===== src/rtl/i2c_line_filter.sv =====
// i2c_line_filter
//   Input conditioner for the raw SCL/SDA levels coming from the I2C pad cell.
//   Each line goes through a synchroniser chain and then a stability filter.
//   The filtered levels produce registered one-cycle strobes for SCL edges,
//   START and STOP, and a bus-busy flag.
//   Compile-time option: define I2C_BUS_TIMEOUT_EN to add an SCL-low bus
//   timeout. Without it, bus_timeout is tied low and TIMEOUT_CYC has no effect.
module i2c_line_filter #(
  parameter int SYNC_STAGES = 2,
  parameter int FILT_CYC    = 4,
  parameter int TIMEOUT_CYC = 1000
) (
  input  logic clk,
  input  logic rst,
  input  logic scl_i,
  input  logic sda_i,
  output logic scl_o,
  output logic sda_o,
  output logic scl_rise,
  output logic scl_fall,
  output logic start_det,
  output logic stop_det,
  output logic bus_busy,
  output logic bus_timeout
);

  localparam int CNT_W      = (FILT_CYC > 1) ? $clog2(FILT_CYC) : 1;
  localparam int SETTLE_CYC = SYNC_STAGES + FILT_CYC + 1;
  localparam int SET_W      = $clog2(SETTLE_CYC + 1);

  localparam logic [CNT_W-1:0] CNT_LAST = CNT_W'(FILT_CYC - 1);
  localparam logic [SET_W-1:0] SET_DONE = SET_W'(SETTLE_CYC);

  // Reject parameter values the structure cannot support.
  generate
    if (SYNC_STAGES < 2) begin : g_bad_sync
      $error("i2c_line_filter: SYNC_STAGES must be at least 2");
    end
    if (FILT_CYC < 1) begin : g_bad_filt
      $error("i2c_line_filter: FILT_CYC must be at least 1");
    end
    if (TIMEOUT_CYC < 1) begin : g_bad_timeout
      $error("i2c_line_filter: TIMEOUT_CYC must be at least 1");
    end
  endgenerate

  // Bit 0 carries SCL and bit 1 carries SDA throughout the module.
  logic [1:0] w_raw;
  logic [1:0] w_filt;

  assign w_raw = {sda_i, scl_i};

  genvar gi;
  generate
    for (gi = 0; gi < 2; gi++) begin : g_line
      logic [SYNC_STAGES-1:0] r_sync;
      logic [CNT_W-1:0]       r_cnt;
      logic                   r_filt;
      logic                   w_s;

      assign w_s = r_sync[SYNC_STAGES-1];

      // Move the asynchronous pad level through the synchroniser chain.
      // The chain resets high, which is the idle level of an I2C bus.
      always_ff @(posedge clk or posedge rst) begin
        if (rst) begin
          r_sync <= '1;
        end else begin
          r_sync <= {r_sync[SYNC_STAGES-2:0], w_raw[gi]};
        end
      end

      // A new level is accepted only after it has differed from the
      // filtered output on FILT_CYC consecutive cycles. Any cycle on which
      // the line agrees with the output restarts the count.
      always_ff @(posedge clk or posedge rst) begin
        if (rst) begin
          r_cnt  <= '0;
          r_filt <= 1'b1;
        end else if (w_s == r_filt) begin
          r_cnt <= '0;
        end else if (r_cnt == CNT_LAST) begin
          r_filt <= w_s;
          r_cnt  <= '0;
        end else begin
          r_cnt <= r_cnt + CNT_W'(1);
        end
      end

      assign w_filt[gi] = r_filt;
    end
  endgenerate

  // Event detection on filtered levels.
  logic [1:0]       r_prev;
  logic [SET_W-1:0] r_settle;
  logic             w_settled;
  logic             w_rise;
  logic             w_fall;
  logic             w_start;
  logic             w_stop;
  logic             w_scl_hold_high;
  logic             r_scl_rise;
  logic             r_scl_fall;
  logic             r_start;
  logic             r_stop;
  logic             r_busy;
  logic             w_to_hit;

  assign w_settled       = (r_settle == SET_DONE);
  assign w_scl_hold_high = r_prev[0] & w_filt[0];
  assign w_rise          = ~r_prev[0] &  w_filt[0];
  assign w_fall          =  r_prev[0] & ~w_filt[0];
  // START and STOP need SCL high on both samples. This also means that an SDA
  // change landing in the same cycle as an SCL change is not a bus condition.
  assign w_start         =  r_prev[1] & ~w_filt[1] & w_scl_hold_high;
  assign w_stop          = ~r_prev[1] &  w_filt[1] & w_scl_hold_high;

  // Count the cycles after reset release until the pipeline holds real line
  // data. The counter then saturates.
  always_ff @(posedge clk or posedge rst) begin
    if (rst) begin
      r_settle <= '0;
    end else if (!w_settled) begin
      r_settle <= r_settle + SET_W'(1);
    end
  end

  // Keep the previous filtered levels for edge comparison.
  always_ff @(posedge clk or posedge rst) begin
    if (rst) begin
      r_prev <= 2'b11;
    end else begin
      r_prev <= w_filt;
    end
  end

  // Registered one-cycle strobes. They stay masked until the settle counter
  // saturates, so lines held low through reset produce no false events.
  always_ff @(posedge clk or posedge rst) begin
    if (rst) begin
      r_scl_rise <= 1'b0;
      r_scl_fall <= 1'b0;
      r_start    <= 1'b0;
      r_stop     <= 1'b0;
    end else begin
      r_scl_rise <= w_settled & w_rise;
      r_scl_fall <= w_settled & w_fall;
      r_start    <= w_settled & w_start;
      r_stop     <= w_settled & w_stop;
    end
  end

`ifdef I2C_BUS_TIMEOUT_EN
  localparam int TO_W = $clog2(TIMEOUT_CYC + 1);
  localparam logic [TO_W-1:0] TO_LAST = TO_W'(TIMEOUT_CYC - 1);

  logic [TO_W-1:0] r_to_cnt;
  logic            r_timeout;
  logic            w_to_run;

  assign w_to_run = r_busy & ~w_filt[0];
  assign w_to_hit = w_to_run & (r_to_cnt == TO_LAST);

  // Measure how long SCL has stayed low while the bus is busy.
  always_ff @(posedge clk or posedge rst) begin
    if (rst) begin
      r_to_cnt <= '0;
    end else if (w_to_run && !w_to_hit) begin
      r_to_cnt <= r_to_cnt + TO_W'(1);
    end else begin
      r_to_cnt <= '0;
    end
  end

  // Produce a one-cycle timeout pulse. It coincides with the forced busy release.
  always_ff @(posedge clk or posedge rst) begin
    if (rst) begin
      r_timeout <= 1'b0;
    end else begin
      r_timeout <= w_to_hit;
    end
  end

  assign bus_timeout = r_timeout;
`else
  assign w_to_hit    = 1'b0;
  assign bus_timeout = 1'b0;
`endif

  // START sets busy and STOP clears it, on the same edge that raises the
  // matching strobe. A timeout also drops busy. After a timeout, only a new
  // START makes the bus busy again.
  always_ff @(posedge clk or posedge rst) begin
    if (rst) begin
      r_busy <= 1'b0;
    end else if (w_to_hit) begin
      r_busy <= 1'b0;
    end else if (w_settled && w_start) begin
      r_busy <= 1'b1;
    end else if (w_settled && w_stop) begin
      r_busy <= 1'b0;
    end
  end

  assign scl_o     = w_filt[0];
  assign sda_o     = w_filt[1];
  assign scl_rise  = r_scl_rise;
  assign scl_fall  = r_scl_fall;
  assign start_det = r_start;
  assign stop_det  = r_stop;
  assign bus_busy  = r_busy;

endmodule


===== config.mk =====
export PLATFORM = sky130hd
export DESIGN_NAME = i2c_line_filter
export DESIGN_NICKNAME = d
export VERILOG_FILES = /design/src/rtl/i2c_line_filter.sv
export SDC_FILE = /design/constraint.sdc
export NUM_CORES = 1
export LEC_CHECK = 0
export ABC_AREA = 1
export CAP_MARGIN = 30
export CORE_AREA = 2 2 50 52
export CTS_CLUSTER_SIZE = 20
export DETAILED_ROUTE_END_ITERATION = 6
export DIE_AREA = 0 0 52 54
export PLACE_DENSITY_LB_ADDON = 0.2
export SYNTH_ARGS = -nofsm -noshare
export SYNTH_HDL_FRONTEND = slang
export SYNTH_SLANG_ARGS = --single-unit

===== constraint.sdc =====
create_clock -name clk -period 1.7 [get_ports clk]
set_input_delay 0.34 -clock clk [delete_from_list [all_inputs] [get_ports clk]]
set_output_delay 0.34 -clock clk [all_outputs]
set_load 0.02 [all_outputs]

==> flow_metrics.tcl <==
set metrics [dict create \
    vias_per_cell 4.08 \
    synthTopCellsByArea "dfrtp_1 (40%), dfstp_2 (28%), ha_1 (6.6%), nand2_1 (6.0%), inv_1 (4.0%)" \
    fin_setup_tns_ps 0 \
    top_layer "met3" \
    core_area_mm2 0.00232 \
    multiInputGateArea_um2 196 \
    antenna_found_initial 0 \
    h-tree-depth 1 \
    rsz0062_at_grt "false" \
    cts_sinks 20 \
    grt_pass1_wl_um 1660 \
    fin_crit_ps 1580 \
    setup.worst_path.start_class "register" \
    p_leak_nw 0.458 \
    avgSynthCellArea_um2 11.5 \
    grt_max_degree 14 \
    port_buffers 10 \
    cp.arrival_ps 1240 \
    synth_edf_count 0 \
    n_antenna_cell 0 \
    die_w_um 52 \
    yosys_register_bits 20 \
    fin_total_pwr_mw 1.38 \
    synth_area_um2 756 \
    syn_to_final_growth_pct 24.3 \
    cts_buffer_depth 2 \
    hold_class "in2async" \
    seq_area_frac_synth_pct 67.5 \
    ant_nets 0 \
    numCtsBuffers 3 \
    num_rows 18 \
    setup_violations 0 \
    async_reset_ff_share_pct 100 \
    met2_wirelength_um 465 \
    worstPathRequired_ps 1360 \
    gp_congestion 0.678 \
    dieHeight_um 54 \
    finalCritPeriodShare_pct 93.1 \
    fillers 217 \
    drt-initial-drc-count 4 \
    critPathMaxFanout 2 \
    crit_slowest_cell "clkdlybuf4s50_1" \
    hpwl_um 779 \
    max_stage_delay_ps 600 \
    synth_top_area_share_pct 39.7 \
    synth_top_area_cell "dfrtp_1" \
    wl_met1_um 484 \
    seqCellArea_um2 510 \
    initial_core_util_pct 32.6 \
    overflow 0 \
    io_pins 12 \
    path_class "reg2out" \
    power_density_mw_per_mm2 1470 \
    grtUsageTotal_pct 8.47 \
    synth.net_count 74 \
    wire_per_inst_um 9.15 \
    drv_cap 0 \
    cp-end-kind "primary output" \
    irDropWorstVdd_uv 668 \
    hold_viol 0 \
    route.vias.total 449 \
    synth_warnings 0 \
    cts_tree "yes" \
    nNetsFinal 89 \
    detail_route.first_pass.iterations 5 \
    synth.top_cells.by_count "dfrtp_1 (12), nand2_1 (12), dfstp_2 (8), inv_1 (8), nor2_1 (7)" \
    worst-path-buf-inv 1 \
    cts-root-buf "clkbuf_4" \
    drc 0 \
    post-cts-setup-buffers 0 \
    whs_ps 285 \
    wl_met3_um 57 \
    status "finished clean" \
    max_freq_mhz 632 \
    synth_ff_type "dfrtp_1" \
    synth.distinct_cells 15 \
    finalMaxSlewViolations 0 \
    die-area_mm2 0.00281 \
    final.setup_skew_ps 5.03 \
    hold_buffers 0 \
    syn_inst 66 \
    drive_above_1_share_pct 21.3 \
    path_cells "clkdlybuf4s50_1" \
    path_delay_family "buffers and inverters" \
    path_clk_slew_ps 110 \
    clock_latency_ps 290 \
    totalWireLength_um 1010 \
    grt_pass1_vias 390 \
]
flip-flops by register name, summed over array words and instances, names as in the netlist:
register,cells
bus_busy,1
g_line.r_cnt,4
g_line.r_sync,4
r_prev,2
r_settle,3
scl_fall,1
scl_o,1
scl_rise,1
sda_o,1
start_det,1
stop_det,1
through the flow:
stage	utilization, %	instance area [µm²]	setup WS (ps)	instances
3_3_place_gp	39.1	906	198	106
5_1_grt	40.5	940	42.7	110
6_report	40.5	940	117	110
4_1_cts	40.5	940	90.8	110
3_5_place_dp	39.1	906	184	106
2_1_floorplan	-	756	563	66
layer usage:
layer	vias to the layer above	GRT usage, %
li1	230	-
met1	205	10.8
met2	14	12.0
met3	0	3.33
met4	0	5.26
met5	-	0
cell families (layout without fill, tap and decap cells):
| kind of cell | after synthesis | count (layout) | share of synthesized area [%] |
|---|---|---|---|
| DFF | 20 | 20 | 67.5 |
| buffers and inverters | 11 | 25 | 6.46 |
| adders and majority gates | 4 | 4 | 6.62 |
| AOI/OAI and AO/OA | 3 | 3 | 2.32 |
| other | 1 | 1 | 0.496 |
| and+or+nand+nor | 24 | 24 | 13.1 |
| xor gates and xnor gates | 3 | 3 | 3.48 |
power breakdown:
part           internal, mW  switching, mW  leakage (nW)  total, mW
combinational         0.196          0.222         0.209      0.418
sequential            0.630         0.0639         0.228      0.694
clock                 0.130          0.139        0.0210      0.269
worst paths after layout:
kind                                          start                  end  slack (ps)  cells past startpoint
worst max-delay path                       bus_busy             bus_busy         120                      1
worst min-delay path                            rst   g_line[0].r_cnt[0]         290                      2
worst max register to register          r_settle[0]             bus_busy         430                      5
worst min register to register  g_line[1].r_sync[0]  g_line[1].r_sync[1]         360                      0
max in group asynchronous                       rst            r_prev[1]         950                      3
min in group clk                g_line[1].r_sync[0]  g_line[1].r_sync[1]         360                      0
cell type report:
type,instances,area share [%]
Clock buffer,4,3.86
Inverter,9,3.60
Multi-Input combinational cell,35,20.9
Sequential cell,20,54.3
Tap cell,30,3.99
Timing Repair Buffer,12,13.3
what timing repair did:
action,4_1_cts,5_1_grt
setup endpoints to repair,2,0
endpoints found under the hold margin,0,0
resized for setup,2,0
cells in the final DEF (no fill, tap or decap):
master / instances
buf_12: 1
buf_4: 1
clkbuf_4: 3
clkbuf_8: 1
clkdlybuf4s50_1: 8
conb_1: 1
dfrtp_1: 12
dfstp_2: 8
dlygate4sd2_1: 2
ha_1: 4
inv_1: 8
inv_2: 1
nand2_1: 12
nand3_1: 2
nor2_1: 7
nor3_1: 1
o21ai_0: 2
o21bai_1: 1
or2_2: 2
xnor2_1: 3
(Power assumes the default switching activity.)
